## config.mk

```make
export PLATFORM = sky130hd
export DESIGN_NAME = enc_theta_engine
export DESIGN_NICKNAME = d
export VERILOG_FILES = /design/src/rtl/enc_pkg.sv /design/src/rtl/enc_theta_line.sv /design/src/rtl/enc_theta_engine.sv
export SDC_FILE = /design/constraint.sdc
export NUM_CORES = 1
export LEC_CHECK = 0
export ABC_AREA = 1
export BUFFER_PORTS_ARGS = -buffer_cell sky130_fd_sc_hd__buf_2
export CAP_MARGIN = 20
export CELL_PAD_IN_SITES_DETAIL_PLACEMENT = 0
export CELL_PAD_IN_SITES_GLOBAL_PLACEMENT = 1
export CORE_ASPECT_RATIO = 0.9
export CORE_MARGIN = 2
export CORE_UTILIZATION = 30
export CTS_CLUSTER_SIZE = 10
export DETAILED_ROUTE_END_ITERATION = 8
export PLACE_DENSITY_LB_ADDON = 0.2
export SLEW_MARGIN = 20
export SYNTH_ARGS = -nofsm -noshare
export SYNTH_HDL_FRONTEND = slang
export SYNTH_SLANG_ARGS = --single-unit
```

## constraint.sdc

```tcl
create_clock -name clk -period 3.7 [get_ports clk]
set_input_delay 0.185 -clock clk [delete_from_list [all_inputs] [get_ports clk]]
set_output_delay 0.185 -clock clk [all_outputs]
set_load 0.05 [all_outputs]
```

## src/rtl/enc_pkg.sv

```systemverilog
// enc_pkg: shared state encoding, default geometry and bit-index helpers
// for the theta engine and its line datapath.
package enc_pkg;

  localparam int ENC_LANES_DEF = 64;
  localparam int ENC_COLS_DEF  = 5;
  localparam int ENC_ROWS_DEF  = 5;

  typedef enum logic [1:0] {
    ST_IDLE   = 2'd0,
    ST_PARITY = 2'd1,
    ST_APPLY  = 2'd2,
    ST_DONE   = 2'd3
  } enc_state_e;

  // Bit position of column x, row y inside one line.
  function automatic int bit_idx(input int x, input int y, input int cols);
    return x + cols * y;
  endfunction

  // Column to the left, wrapping column 0 onto the last column.
  function automatic int col_dec(input int x, input int cols);
    return (x == 0) ? cols - 1 : x - 1;
  endfunction

  // Column to the right, wrapping the last column onto column 0.
  function automatic int col_inc(input int x, input int cols);
    return (x == cols - 1) ? 0 : x + 1;
  endfunction

endpackage

```

## src/rtl/enc_theta_line.sv

```systemverilog
// enc_theta_line: combinational transform of one line. Every bit is
// flipped by the parity of the column to its left in the same line and
// the parity of the column to its right in the previous line.
module enc_theta_line
  import enc_pkg::*;
#(
  parameter int COLS = ENC_COLS_DEF,
  parameter int ROWS = ENC_ROWS_DEF,
  localparam int W   = ROWS * COLS
) (
  input  logic [W-1:0]    line_i,
  input  logic [COLS-1:0] par_cur_i,
  input  logic [COLS-1:0] par_prev_i,
  output logic [W-1:0]    line_o
);

  // Index arithmetic is resolved at elaboration, so each output bit is a
  // fixed three-input XOR.
  for (genvar gy = 0; gy < ROWS; gy++) begin : g_row
    for (genvar gx = 0; gx < COLS; gx++) begin : g_col
      localparam int B  = bit_idx(gx, gy, COLS);
      localparam int XM = col_dec(gx, COLS);
      localparam int XP = col_inc(gx, COLS);
      assign line_o[B] = line_i[B] ^ par_cur_i[XM] ^ par_prev_i[XP];
    end
  end

endmodule

```

## src/rtl/enc_theta_engine.sv

```systemverilog
// enc_theta_engine: sweeps an external line memory in two passes. The
// parity pass collects column parities of every line, the apply pass
// rewrites each line in place through enc_theta_line.
// Optional feature macro: ENC_MULTI_ROUND_EN adds num_rounds and runs
// several parity/apply rounds back-to-back.
//
// state     | meaning
// ----------+------------------------------------------------------
// ST_IDLE   | after reset, waiting for start
// ST_PARITY | reading line rd_addr, storing its column parities
// ST_APPLY  | reading line rd_addr, writing the transformed line back
// ST_DONE   | run finished, done held until the next start
module enc_theta_engine
  import enc_pkg::*;
#(
  parameter int LANES = ENC_LANES_DEF,
  parameter int COLS  = ENC_COLS_DEF,
  parameter int ROWS  = ENC_ROWS_DEF,
  localparam int W    = ROWS * COLS,
  localparam int AW   = $clog2(LANES)
) (
  input  logic          clk,
  input  logic          rst,
  input  logic          start,
`ifdef ENC_MULTI_ROUND_EN
  input  logic [7:0]    num_rounds,
`endif
  output logic          busy,
  output logic          done,
  output logic [AW-1:0] rd_addr,
  input  logic [W-1:0]  rd_data,
  output logic          wr_en,
  output logic [AW-1:0] wr_addr,
  output logic [W-1:0]  wr_data
);

  localparam logic [AW-1:0] LAST = AW'(LANES - 1);

  enc_state_e      state_q;
  logic [AW-1:0]   rd_addr_q;
  logic            busy_q;
  logic            done_q;
  logic            wr_en_q;
  logic [COLS-1:0] par_q [LANES];
`ifdef ENC_MULTI_ROUND_EN
  logic [7:0]      rounds_left_q;
`endif

  logic [COLS-1:0] col_par;
  logic [COLS-1:0] par_cur;
  logic [COLS-1:0] par_prev;
  logic [AW-1:0]   z_prev;

  // Column parities of the line currently on rd_data.
  for (genvar gx = 0; gx < COLS; gx++) begin : g_par
    logic [ROWS-1:0] col_bits;
    for (genvar gy = 0; gy < ROWS; gy++) begin : g_bit
      assign col_bits[gy] = rd_data[bit_idx(gx, gy, COLS)];
    end
    assign col_par[gx] = ^col_bits;
  end

  // LANES is a power of two, so the address subtract wraps line 0 onto
  // the last line for free.
  assign z_prev   = rd_addr_q - AW'(1);
  assign par_cur  = par_q[rd_addr_q];
  assign par_prev = par_q[z_prev];

  enc_theta_line #(
    .COLS (COLS),
    .ROWS (ROWS)
  ) u_line (
    .line_i     (rd_data),
    .par_cur_i  (par_cur),
    .par_prev_i (par_prev),
    .line_o     (wr_data)
  );

  // Sequencer: address walk, parity capture and registered status flags.
  always_ff @(posedge clk or negedge rst) begin
    if (!rst) begin
      state_q       <= ST_IDLE;
      rd_addr_q     <= '0;
      busy_q        <= 1'b0;
      done_q        <= 1'b0;
      wr_en_q       <= 1'b0;
      par_q         <= '{default: '0};
`ifdef ENC_MULTI_ROUND_EN
      rounds_left_q <= '0;
`endif
    end else begin
      unique case (state_q)
        ST_IDLE, ST_DONE: begin
          if (start) begin
            state_q   <= ST_PARITY;
            rd_addr_q <= '0;
            busy_q    <= 1'b1;
            done_q    <= 1'b0;
            wr_en_q   <= 1'b0;
`ifdef ENC_MULTI_ROUND_EN
            // Zero rounds behaves like one; the counter holds rounds
            // still owed after the current one.
            rounds_left_q <= (num_rounds == 8'd0) ? 8'd0 : num_rounds - 8'd1;
`endif
          end
        end
        ST_PARITY: begin
          par_q[rd_addr_q] <= col_par;
          if (rd_addr_q == LAST) begin
            state_q   <= ST_APPLY;
            rd_addr_q <= '0;
            wr_en_q   <= 1'b1;
          end else begin
            rd_addr_q <= rd_addr_q + AW'(1);
          end
        end
        ST_APPLY: begin
          if (rd_addr_q == LAST) begin
            rd_addr_q <= '0;
            wr_en_q   <= 1'b0;
`ifdef ENC_MULTI_ROUND_EN
            if (rounds_left_q != 8'd0) begin
              state_q       <= ST_PARITY;
              rounds_left_q <= rounds_left_q - 8'd1;
            end else begin
              state_q <= ST_DONE;
              busy_q  <= 1'b0;
              done_q  <= 1'b1;
            end
`else
            state_q <= ST_DONE;
            busy_q  <= 1'b0;
            done_q  <= 1'b1;
`endif
          end else begin
            rd_addr_q <= rd_addr_q + AW'(1);
          end
        end
        default: begin
          state_q <= ST_IDLE;
          busy_q  <= 1'b0;
          done_q  <= 1'b0;
          wr_en_q <= 1'b0;
        end
      endcase
    end
  end

  assign busy    = busy_q;
  assign done    = done_q;
  assign wr_en   = wr_en_q;
  assign rd_addr = rd_addr_q;
  assign wr_addr = rd_addr_q;

endmodule

```

### Word-level counts from Yosys, hierarchy flattened

Index checks and enable logic that the tools add are counted.

* flip-flop bits (word level): 331
* input port bits: 28
* output and inout bits: 40

* $add $sub $neg: 2
* order comparisons: 3
* eq/ne operators: 7
* mux-type cells: 23
* bitwise operators: 52
* reduce and logical (&&, ||, !) cells: 12

Operators by type and width (count)
* $bwmux W320: 1
* $bmux W5 S6: 2
* $xor A1 B1 Y1: 50
* $demux W5 S6: 1
* $mux W5: 5
* $reduce_xor A5 Y1: 5
* $ge A7 B7 Y1 const B: 2
* $not A6 Y7: 2
* $mux W6: 2
* $pmux W6 S2: 1
* $lt A7 B1 Y1 const B: 1
* $add A6 B1 Y6 const B: 1
* $eq A6 B6 Y1 const B: 1
* $mux W2: 3
* $ne A2 B2 Y1 const B: 3
* $pmux W2 S3: 1
* $reduce_and A3 Y1: 2
* $sub A6 B1 Y6 const B: 1
* $eq A2 B2 Y1 const B: 2
* $mux W1: 4
* $pmux W1 S2: 2
* $reduce_or A2 Y1: 2
* $pmux W1 S3: 1
* $eq A2 B1 Y1 const B: 1
* other kinds (3): 3

### Logic depth before layout (Yosys ltp)

* word-level depth: 6
* mapped depth: 18

### Modules after synthesis

A second synthesis with hierarchy kept.

* cell total of the unflattened synthesis: 3188
* area, all modules: 21087.7 sq um

Modules (own cells, without submodules)
* enc_theta_engine: instances 1, cells an instance 2973, area each 20178.1 sq um
* enc_theta_line: instances 1, cells an instance 215, area each 909.6 sq um

### Worst setup path after synthesis

Ideal clock, no wire load.

* kind: register to output
* from: register rd_addr_q[0], in the netlist rd_addr[0]
* to: output wr_data[11]
* arrival: 3103 ps
* slack: 412 ps
* stages on the path, launching flop included: 19
* path buffers: 5
* cells stage by stage: dfrtp_1 inv_2 buf_2 buf_2 ha_1 buf_2 inv_1 buf_2 clkbuf_1 a21oi_1 o21ai_0 nand3_1 nand3_1 nand3_1 nand3_1 nand2_1 inv_1 nand2_1 nand2_1

* word-level cells in the longest chain between the ends: 6

Ends and longest elaborated chain
* start, declared: line enc_theta_engine.sv:40 `logic [AW-1:0] rd_addr_q;`
* start signal, assigned: line enc_theta_engine.sv:114 `rd_addr_q <= rd_addr_q + AW'(1);`
* start signal, assigned: line enc_theta_engine.sv:136 `rd_addr_q <= rd_addr_q + AW'(1);`
* $sub A6 B1 Y6 / $not A6 Y7 (equally long branches): line enc_theta_engine.sv:65, enc_theta_engine.sv:66
* $not A6 Y7 (implied by the code) / $bmux W5 S6 (equally long branches): line enc_theta_engine.sv:67, enc_theta_engine.sv:66
* $bmux W5 S6 / $mux W5 (equally long branches): line enc_theta_engine.sv:67, enc_theta_engine.sv:66
* $mux W5 (on tied branches): line enc_theta_engine.sv:67, enc_theta_engine.sv:66
* $mux W5 (implied by the code) / $xor A1 B1 Y1 (equally long branches): line enc_theta_engine.sv:67, enc_theta_line.sv:24
* $xor A1 B1 Y1 (*): line enc_theta_line.sv:24 `assign line_o[B] = line_i[B] ^ par_cur_i[XM] ^ par_prev_i[XP];`
* end, declared: line enc_theta_engine.sv:34 `output logic [W-1:0] wr_data`

Mark *: on every way between the ends. The rest lies on a longest branch, timed or not. The select of a mux whose other input is x is not followed.

### Final worst setup path

* from: register rd_addr_q[0], in the netlist rd_addr[0]
* to: output wr_data[15]

Same word-level chain as after synthesis.

==> summary.json <==
{
  "status": {"value": "finished clean"},
  "final_nets": {"value": 3076},
  "report.final.slew_viol_count": {"value": 0},
  "timing.hold.ws": {"value": 0.222, "unit": "ns"},
  "clock_latency_on_the_worst_skew_pair": {"value": 0.59, "unit": "ns"},
  "timing.setup.critical_path_class": {"value": "flip-flop to output port"},
  "finalSetupTns": {"value": 0, "unit": "ns"},
  "netlist.top_cell.by_area": {"value": "sky130_fd_sc_hd__dfrtp_1"},
  "critPathBufInv": {"value": 4},
  "setup.worst_path.end_class": {"value": "output port"},
  "netlist_top_cells_area": {"value": "sky130_fd_sc_hd__dfrtp_1, sky130_fd_sc_hd__nand2_1, sky130_fd_sc_hd__nand3_1"},
  "worst-endpoint-arrival": {"value": 3.44, "unit": "ns"},
  "worst_setup_hold_path_clk_slew": {"value": 0.06, "unit": "ns"},
  "p_comb_share": {"value": 64.1, "unit": "%"},
  "critPathMostFrequentCell": {"value": "sky130_fd_sc_hd__nand3_1"},
  "final.period_utilization": {"value": 98.0, "unit": "%"},
  "worst_r2r_startpoint": {"value": "rd_addr[0]"},
  "grt_pass1_vias": {"value": 18600},
  "cts_htree_levels": {"value": 2},
  "drc": {"value": 0},
  "cp_cell_sequence": {"value": "inv_8 > ha_4 > buf_16 > nand3_1 > nand3_1 > nand3_1 > nand3_1 > nand3_1 > nand2_4 > inv_2 > nand2_1 > nand2_1 > clkbuf_4"},
  "dieHeight": {"value": 250, "unit": "um"},
  "area.growth.synth_to_final": {"value": 16.4, "unit": "%"},
  "synth_top_cell_area_share": {"value": 41.1, "unit": "%"},
  "rows": {"value": 90},
  "worst_ep_required_time": {"value": 3.51, "unit": "ns"},
  "avgSynthCellArea": {"value": 6.68, "unit": "sq um"},
  "die_area": {"value": 0.0693, "unit": "sq mm"},
  "slew_headroom": {"value": 32.8, "unit": "%"},
  "postSynthNetCount": {"value": 3052},
  "cts.sink_count": {"value": 331},
  "drive_gt1_share": {"value": 9.83, "unit": "%"},
  "synth_area": {"value": 0.0202, "unit": "sq mm"},
  "asyncSetResetFlopFracSynth": {"value": 100, "unit": "%"},
  "clock-root-buffer": {"value": "sky130_fd_sc_hd__clkbuf_16"},
  "preCtsSetupSlack": {"value": 0.203, "unit": "ns"},
  "grt_overflow_total": {"value": 0},
  "post-route-util": {"value": 35.2, "unit": "%"},
  "filler_cell_count": {"value": 7148},
  "detail_route.wl_per_cell": {"value": 20.7, "unit": "um"},
  "multi_input_combinational_cell_area": {"value": 0.0101, "unit": "sq mm"},
  "totalPowerFinal": {"value": 0.0251, "unit": "W"},
  "worst_slew_pin_slew": {"value": 1.01, "unit": "ns"},
  "grt_pass1_wl": {"value": 120000, "unit": "um"},
  "min_period": {"value": 3.63, "unit": "ns"},
  "timing.critical_path.from": {"value": "rd_addr[0]"},
  "fmax": {"value": 0.276, "unit": "GHz"},
  "cellPowerDensity": {"value": 1070, "unit": "mW/mm^2"},
  "total_cts_buffers": {"value": 44},
  "port-buffer-count": {"value": 67},
  "antenna_found_initial": {"value": 1},
  "synthesis.instances": {"value": 3019},
  "setup_viol": {"value": 0},
  "pin_count": {"value": 68},
  "vdd_ir_drop_max": {"value": 0.800, "unit": "mV"},
  "post_drt_via_cell_ratio": {"value": 5.09},
  "setup_slack": {"value": 0.0730, "unit": "ns"},
  "ys_ff_latch": {"value": 331},
  "max-clock-path-buffers": {"value": 3},
  "cp_slowest_stage_delay": {"value": 0.52, "unit": "ns"},
  "globalRouteTotalUtil": {"value": 22.7, "unit": "%"},
  "element_type_at_the_critical_path_start": {"value": "flip-flop"},
  "yosysSeqAreaShare": {"value": 41.1, "unit": "%"},
  "power_switching_share": {"value": 55.7, "unit": "%"},
  "hold_path_class": {"value": "input port to asynchronous set/reset pin"},
  "via_count": {"value": 20100},
  "finalHoldViolations": {"value": 0},
  "place_hpwl": {"value": 50400, "unit": "um"},
  "post_synth_cell_types": {"value": 36},
  "ff_latch_area": {"value": 0.00829, "unit": "sq mm"},
  "max_cap_viol_count": {"value": 0},
  "floorplan.initialDensity": {"value": 30.2, "unit": "%"},
  "post_drt_antenna_nets": {"value": 0},
  "path_delay_family": {"value": "simple AND/OR/NAND/NOR gates"},
  "globalplace.congestion": {"value": 0.838},
  "unrepaired_setup_endpoints_after_global_routing": {"value": "false"},
  "power_leakage": {"value": 13.3, "unit": "nW"},
  "intPower": {"value": 0.0111, "unit": "W"},
  "power_frac_seq": {"value": 19.1, "unit": "%"},
  "synth-main-ff-cell": {"value": "sky130_fd_sc_hd__dfrtp_1"},
  "grt_max_degree": {"value": 183},
  "drt_pass1_iterations": {"value": 5},
  "floorplan.core_area": {"value": 0.0668, "unit": "sq mm"},
  "p_sw": {"value": 0.0140, "unit": "W"},
  "r2r.worst_path.cells": {"value": 7},
  "detailed_route_wire_length": {"value": 81600, "unit": "um"},
  "clock_power_share": {"value": 16.8, "unit": "%"},
  "tritoncts": {"value": "built"},
  "timing.critical_path.slowest_stage_cell": {"value": "sky130_fd_sc_hd__dfrtp_4"},
  "worst_clock_skew": {"value": 0.0231, "unit": "ns"},
  "synth.yosys.warnings": {"value": 0},
  "die_x": {"value": 277, "unit": "um"},
  "drt-initial-drc-count": {"value": 1964},
  "setup.reg_to_reg.worst_slack": {"value": 0.55, "unit": "ns"},
  "critPathMaxFanout": {"value": 60},
  "r2r-end": {"value": "par_q[206]"},
  "synth_enable_flop_cells": {"value": 0}
}
how the worst max path moves through the flow:
stage / cells past startpoint / slack [ns] / to
finish: 13 / 0.07 / wr_data[15]
global route: 14 / 0.005 / wr_data[12]
floorplan: 18 / 0.41 / wr_data[11]
global placement: 13 / 0.22 / wr_data[17]
detailed placement: 13 / 0.20 / wr_data[7]
CTS: 13 / 0.004 / wr_data[10]
synthesized netlist by cell type, types with 15 or more instances:
master and count:
sky130_fd_sc_hd__nor2_1 83, sky130_fd_sc_hd__o21ai_1 152, sky130_fd_sc_hd__buf_4 21, sky130_fd_sc_hd__clkbuf_1 69, sky130_fd_sc_hd__a21oi_1 61, sky130_fd_sc_hd__buf_2 74, sky130_fd_sc_hd__nand3_1 453, sky130_fd_sc_hd__nand2_1 1120
sky130_fd_sc_hd__o21ai_0 219, sky130_fd_sc_hd__inv_1 307, sky130_fd_sc_hd__nand3b_1 20, sky130_fd_sc_hd__dfrtp_1 331, sky130_fd_sc_hd__nand2_2 15
flip-flops by register name, summed over array words and instances (netlist names):
register  flops
par_q       320
rd_addr       6
done          1
busy          1
state_q       2
wr_en         1
stage by stage:
step,cells,instance area [sq um]
2_1_floorplan,3019,20200
3_3_place_gp,3855,21600
3_5_place_dp,3855,21600
4_1_cts,3942,23200
5_1_grt,3947,23500
6_report,3949,23500
cell usage in the layout, fill, tap and decap left out, types with 13 or more instances in the layout:
| cell | synthesis | routed |
|---|---|---|
| sky130_fd_sc_hd__nand3_1 | 453 | 447 |
| sky130_fd_sc_hd__nor2_4 | 9 | 13 |
| sky130_fd_sc_hd__o21ai_0 | 219 | 218 |
| sky130_fd_sc_hd__dfrtp_1 | 331 | 330 |
| sky130_fd_sc_hd__buf_4 | 21 | 49 |
| sky130_fd_sc_hd__clkbuf_4 | 0 | 13 |
| sky130_fd_sc_hd__nor2_1 | 83 | 81 |
| sky130_fd_sc_hd__buf_2 | 74 | 53 |
| sky130_fd_sc_hd__inv_1 | 307 | 305 |
| sky130_fd_sc_hd__nand3b_1 | 20 | 20 |
| sky130_fd_sc_hd__a21oi_1 | 61 | 61 |
| sky130_fd_sc_hd__o21ai_1 | 152 | 146 |
| sky130_fd_sc_hd__nand2_2 | 15 | 19 |
| sky130_fd_sc_hd__clkbuf_16 | 0 | 49 |
| sky130_fd_sc_hd__nand2_1 | 1120 | 1115 |
layout make-up:
type                       instances  area share (%)
clock inverter                     9           0.352
tap                              874            4.66
sequential                       331            35.3
antenna                            2          0.0213
multi-input combinational       2203            43.1
inverter                         318            5.18
timing repair buffer             145            5.79
clock buffer                      67            5.62
power by group through the flow:
stage / Sequential [W] / Clock, W / Combinational [W]
2_1_floorplan: 0.00479 / 0 / 0.0103
3_3_place_gp: 0.00481 / 0 / 0.0149
3_5_place_dp: 0.00482 / 0 / 0.0150
4_1_cts: 0.00477 / 0.00433 / 0.0154
5_1_grt: 0.00487 / 0.00447 / 0.0174
6_report: 0.00479 / 0.00423 / 0.0161
timing repair:
action                                 in CTS  in global routing
setup endpoints to repair                  25                 25
resized for setup                          19                 35
cloned                                      2                  4
endpoints found under the hold margin      80                  0
pin swaps                                   1                  2
setup buffers                               7                  1
hold buffers                                2                  0
cell families after synthesis:
group	Yosys count	synth area share, %
adders and majority gates	5	0.310
AOI/OAI and AO/OA	440	11.0
muxes	1	0.0496
buffers and inverters	485	9.91
and+or+nand+nor	1734	36.6
xor gates and xnor gates	23	1.04
DFF	331	41.1
layer usage:
layer	global-route usage (%)	part of all wire (%)	wire, um
met1	33.7	49	39800
met2	33.9	43	34700
met3	3.45	6.3	5130
met4	5.98	2.3	1860
met5	0	0	0
No activity file was read; power rests on OpenSTA's default activity.
